--- src/rtl/shift_add_pkg.sv ---
// Shared definitions for the shift-add multiplier control: state encoding and default operand width.
package shift_add_pkg;

    localparam int N_BITS_DEFAULT = 8;

    localparam logic [2:0] ENC_IDLE  = 3'd0;
    localparam logic [2:0] ENC_LOAD  = 3'd1;
    localparam logic [2:0] ENC_ADD   = 3'd2;
    localparam logic [2:0] ENC_SHIFT = 3'd3;
    localparam logic [2:0] ENC_DONE  = 3'd4;

    typedef enum logic [2:0] {
        ST_IDLE  = ENC_IDLE,
        ST_LOAD  = ENC_LOAD,
        ST_ADD   = ENC_ADD,
        ST_SHIFT = ENC_SHIFT,
        ST_DONE  = ENC_DONE
    } state_t;

    function automatic logic is_busy(input state_t s);
        return (s == ST_LOAD) || (s == ST_ADD) || (s == ST_SHIFT);
    endfunction

endpackage

--- src/rtl/shift_add_control.sv ---
// Control FSM for the shift-add multiplier: load, per-bit add/shift, done pulse,
// with a saturating watchdog that aborts to IDLE and raises a sticky Err if K never arrives.
module shift_add_control
    import shift_add_pkg::*;
#(
    parameter int N_BITS = N_BITS_DEFAULT,
    parameter int WD_MAX = 2 * N_BITS + 4
) (
    input  logic Clk,
    input  logic Reset,
    input  logic Start,
    input  logic M,
    input  logic K,
    output logic Load,
    output logic Add,
    output logic Shift,
    output logic Busy,
    output logic Done,
    output logic Err
);

    localparam int              WD_W     = $clog2(WD_MAX + 1);
    localparam logic [WD_W-1:0] WD_LIMIT = WD_W'(WD_MAX);

    state_t          state;
    state_t          state_nxt;
    logic [WD_W-1:0] wd;
    logic            in_loop;
    logic            wd_trip;
    logic            add_en;

    // wd holds the number of ADD/SHIFT clocks already spent; this clock is the WD_MAX-th when wd == WD_MAX-1
    always_comb begin
        in_loop   = (state == ST_ADD) || (state == ST_SHIFT);
        wd_trip   = in_loop && (wd >= (WD_LIMIT - WD_W'(1)));
        state_nxt = ST_IDLE;
        case (state)
            ST_IDLE:  state_nxt = Start ? ST_LOAD : ST_IDLE;
            ST_LOAD:  state_nxt = ST_ADD;
            ST_ADD:   state_nxt = ST_SHIFT;
            ST_SHIFT: state_nxt = K ? ST_DONE : ST_ADD;
            ST_DONE:  state_nxt = ST_IDLE;
            default:  state_nxt = ST_IDLE;
        endcase
        if (wd_trip) begin
            state_nxt = ST_IDLE;
        end
    end

    always_ff @(posedge Clk or posedge Reset) begin
        if (Reset) begin
            state  <= ST_IDLE;
            wd     <= '0;
            Err    <= 1'b0;
            Load   <= 1'b0;
            add_en <= 1'b0;
            Shift  <= 1'b0;
            Busy   <= 1'b0;
            Done   <= 1'b0;
        end else begin
            state <= state_nxt;

            if (state == ST_LOAD) begin
                wd <= '0;
            end else if (in_loop && (wd != WD_LIMIT)) begin
                wd <= wd + WD_W'(1);
            end

            if ((state == ST_IDLE) && Start) begin
                Err <= 1'b0;
            end else if (wd_trip) begin
                Err <= 1'b1;
            end

            // Outputs are registered copies of the decode of the state being entered
            Load   <= (state_nxt == ST_LOAD);
            add_en <= (state_nxt == ST_ADD);
            Shift  <= (state_nxt == ST_SHIFT);
            Busy   <= is_busy(state_nxt);
            Done   <= (state_nxt == ST_DONE);
        end
    end

    // M is the live multiplier LSB, so the add decision must see it in the ADD cycle itself
    assign Add = add_en & M;

endmodule
--- config.mk ---
export PLATFORM = sky130hd
export DESIGN_NAME = shift_add_control
export DESIGN_NICKNAME = d
export VERILOG_FILES = /design/src/rtl/shift_add_pkg.sv /design/src/rtl/shift_add_control.sv
export SDC_FILE = /design/constraint.sdc
export NUM_CORES = 1
export LEC_CHECK = 0
export CORE_MARGIN = 1.5
export CORE_UTILIZATION = 50
export CTS_BUF_LIST = sky130_fd_sc_hd__clkbuf_4 sky130_fd_sc_hd__clkbuf_8
export DETAILED_ROUTE_END_ITERATION = 7
export PLACE_DENSITY_LB_ADDON = 0.2
export SLEW_MARGIN = 25
export SYNTH_ARGS = -nofsm -noshare
export SYNTH_HDL_FRONTEND = slang
export SYNTH_SLANG_ARGS = --single-unit
--- constraint.sdc ---
create_clock -name Clk -period 2.2 [get_ports Clk]
set_clock_uncertainty 0.1 [all_clocks]
set_input_delay 0.55 -clock Clk [delete_from_list [all_inputs] [get_ports Clk]]
set_output_delay 0.55 -clock Clk [all_outputs]
set_load 0.1 [all_outputs]
After elaboration in Yosys (flattened, before gate mapping)
Cells that the tools add are included.
- bits in registers: 14
- bits in latches: 0
- memory bits (writable): 0
- ROM bits: 0
- input bits: 5
- output and inout bits: 6
- word-level logic and storage cells: 36
- memories: 0
- add/subtract/negate cells: 1
- multipliers: 0
- divide/modulo/power cells: 0
- magnitude comparators: 1
- equality and inequality tests: 8
- shift-type cells: 0
- mux-type cells: 8
- bitwise gates (word level): 1
- reduce and logical (&&, ||, !) cells: 9
- operator list (cell ; count):
    $eq 3x2->1 const B ; 4
    $pmux 3 s4 ; 1
    $mux 5 ; 2
    $eq 3x1->1 const B ; 2
    $mux 3 ; 2
    $add 5x1->5 const B ; 1
    $ge 5x5->1 const B ; 1
    $ne 5x5->1 const B ; 1
    $reduce_bool 2->1 ; 2
    $eq 3x3->1 const B ; 1
    $logic_and 1x1->1 ; 3
    $logic_not 3->1 ; 1
    $logic_or 1x1->1 ; 3
    $mux 1 ; 3
    $and 1x1->1 ; 1

Logic depth before layout (Yosys ltp)
- depth after elaboration: 7
- gate-level depth with buffers: 5
- depth with buffers taken out: 5

Worst setup path after synthesis
Ideal clock, no wire load.
- path kind: input port to output port
- start point: input M
- end point: output Add
- arrival time: 1.284 ns
- data required time: 1.550 ns
- setup slack: 0.266 ns
- stages on the path: 1
- path buffers: 0
- cells stage by stage: and2_1
- cells in the longest elaborated chain, start to end: 1
- ends and longest elaborated chain (item ; RTL line ; RTL):
    start, declared ; shift_add_control.sv:12 ; input logic M,
    $and 1x1->1 ; shift_add_control.sv:85 ; assign Add = add_en & M;
    end, declared ; shift_add_control.sv:15 ; output logic Add,
No other way between the ends.

Worst setup path after layout
Same ends and word-level chain as after synthesis.

==> implementation parameters <==
Parameter                              Value

Status
  Run status    finished clean

Synth
  Mapped Nets    74
  Synth top area share    48.6%
  Top cells by area in the synthesized netlist    dfrtp_1, a2111oi_4, and4_1, ha_1, nor4b_4
  Cell count after synthesis    67
  Unique cell type count in the Yosys netlist    28
  Sequential area share after synthesis    48.6%
  FF+latch count, synth    14
  Most numerous cell types in the synthesized netlist    dfrtp_1, inv_1, nand2_1
  Post-synth EDFFs    0
  Proportion of synthesized flip-flops having asynchronous set or reset    100%
  Largest area contributor in the netlist    dfrtp_1
  Mean post-synth cell area    10.8 um2
  Synth Cell Area    721 um2
  Number of warnings printed during yosys synthesis    0
  Commonest register cell after synthesis    dfrtp_1
  Top-count cell post-synth    dfrtp_1

Global routing
  Global Route met1 Usage    25.4%
  GRT Overall Usage    19.8%
  Sum of overflow across all layers after global routing    0
  Initial antenna violation count    0
  First-pass GRT wire length    2.08 mm
  Largest net degree at the start of global routing    15
  Met3 track utilization from global routing    8.15%
  Vias in the first global route    474
  Grt peak-use layer    met2
  Met2 demand-to-capacity share in global routing    29.3%

Route
  Total DRC errors in the routed layout    0
  Count of TritonRoute iterations in the first routing pass    4
  Average via count per standard cell    5.84
  Via count    543
  Wire per inst    14.2 um
  Starting DRC count in detailed routing    8
  Antenna-violating nets left    0
  Total detailed-routing wirelength    1.32 mm

Layout
  Relative area change from synthesis to final layout    17.9%
  Filler cell count    105
  Final Instance Area    850 um2
  Diodes inserted    0
  Layout cell share with drive strength beyond 1    16.7%
  # nets final    87
  Cell Count, Final, Fillers Out    93

Floorplanning
  Chip width    41.0 um
  Starting Density    54.7%
  Die area    1680 um2
  Vertical extent of the die    41.0 um
  Placeable Area    1320 um2
  Row count    13
  Num ports    11

Timing
  Setup repair after global routing missed its margin    false
  Pins over their slew limit    0
  Final setup TNS    0 ns
  Clock period minus final worst setup slack    1.99 ns
  Maximum clock frequency    501 MHz
  Slew margin rel.    65.5%
  Endpoints failing hold    0
  Worst Max-Slew Pin Slew    0.517 ns
  Endpoints failing setup    0
  Ratio of final minimum period to clock period    90.7%

Clock tree
  TritonCTS clock tree    done
  Post-CTS Hold Buffers    0
  Clock buffer count from CTS    3
  Source-to-sink clock delay at the later pin of the worst-skew pair    0.28 ns
  Clock sinks    14
  CTS clk-pin slew, worst paths    0.08 ns
  Bufs on Longest Clock Path    2
  Post-CTS Setup Inserts    0
  Cell at the root of the clock tree    clkbuf_4
  Depth of the CTS H-tree    1
  CTS-repair resized insts    0

Worst setup path
  Crit-path slowest cell    clkdlybuf4s50_1
  Crit-path cells    clkdlybuf4s50_1 > and2_1 > buf_12
  Critical Setup Path Class    in -> out
  Worst Path Arrival    1.34 ns
  Worst path bufs/invs    2
  R2r worst-path depth    4
  R2r startpoint    wd[0]
  Crit end category    primary output
  Stage delay of the slowest cell on the critical path    0.45 ns
  Startpoint of the worst setup timing path    M
  Critical path peak fanout    1
  WP data required    1.55 ns
  Critical path depth in cells    3
  Gate family responsible for the most delay along the worst path    buffers and inverters
  Startpoint type of the worst setup path    input port

Power and ir drop
  Reported leakage power    0.393 nW
  Maximum VDD drop    0.000906 V
  Power density over the cells    1640 nW/um2
  Total Power    1.40 mW

Placed design
  Final HPWL from detailed placement    1.00 mm
  Post-detailed-placement cell area    827 um2
  Number of placed instances with taps included    90
  # port buffers    10
  Placer's final routability congestion estimate    0.840

Min path
  Worst Hold Class    reg -> reg
  Startpoint of the most critical hold path    Err
  Number of cells traversed by the worst hold path    2

Run
  Maxcap violations    0
[stage by stage]
step | util, % | worst slack, ns | hold WS, ns
after floorplan | - | 0.266 | 0.339
after global placement | 62.8 | 0.211 | 0.403
after detailed placement | 62.8 | 0.202 | 0.425
after CTS | 64.5 | 0.198 | 0.439
after global routing | 64.5 | 0.174 | 0.465
final | 64.5 | 0.205 | 0.437
[routing by layer]
| metal | up-vias | routed length, um |
|---|---|---|
| met5 | - | 0 |
| met2 | 14 | 600 |
| met3 | 2 | 81 |
| met1 | 256 | 616 |
| li1 | 271 | - |
| met4 | 0 | 17 |
[power by group]
group          total (mW)  internal [mW]  switching (mW)
Clock               0.139         0.0635          0.0757
Combinational       0.730          0.264           0.466
Sequential          0.527          0.360           0.166
[layout by cell type, fill, tap and decap left out, types with 3 or more instances in the layout]
| cell type | instances |
|---|---|
| dfrtp_1 | 14 |
| inv_1 | 6 |
| nand2_1 | 5 |
| buf_4 | 5 |
| nor2_1 | 4 |
| nand3_1 | 4 |
| clkdlybuf4s50_1 | 4 |
| nor3_1 | 3 |
| a21oi_1 | 3 |
| and4_1 | 3 |
| clkbuf_4 | 3 |
[final timing paths]
path / end / slack [ns]
min in group asynchronous: state[0] / 0.50
max in group asynchronous: wd[1] / 1.16
setup / recovery: Add / 0.21
hold / removal: Err / 0.44
setup reg to reg: Shift / 0.59
hold reg to reg: Err / 0.44
[area by class of cell]
cell class	count	area (um2)	area share [%]
Timing Repair Buffer	10	97.6	11.5
Clock buffer	3	22.5	2.65
Inverter	6	22.5	2.65
Tap cell	15	18.8	2.21
Multi-Input combinational cell	45	338	39.8
Sequential cell	14	350	41.2
[logic make-up (layout without fill, tap and decap cells)]
family / count (synthesis) / in the layout / synth area share [%]
and+or+nand+nor: 29 / 29 / 26.4
AOI/OAI and AO/OA: 14 / 14 / 17.0
DFF: 14 / 14 / 48.6
buffers and inverters: 8 / 19 / 4.51
adders and majority gates: 2 / 2 / 3.47
[state kept, by name, summed over array words and instances, names as in the netlist]
signal and cells:
Shift 1, Busy 1, wd 5, state 3, Load 1, Done 1, Err 1, add_en 1
[tightest hold or removal path: cells and delay by family, from the launching register on]
kind | cells | cell delay (ns)
compound gates | 1 | 0.05
flops | 1 | 0.39
buf+inv | 1 | 0.06
No activity file was read; power rests on OpenSTA's default activity.
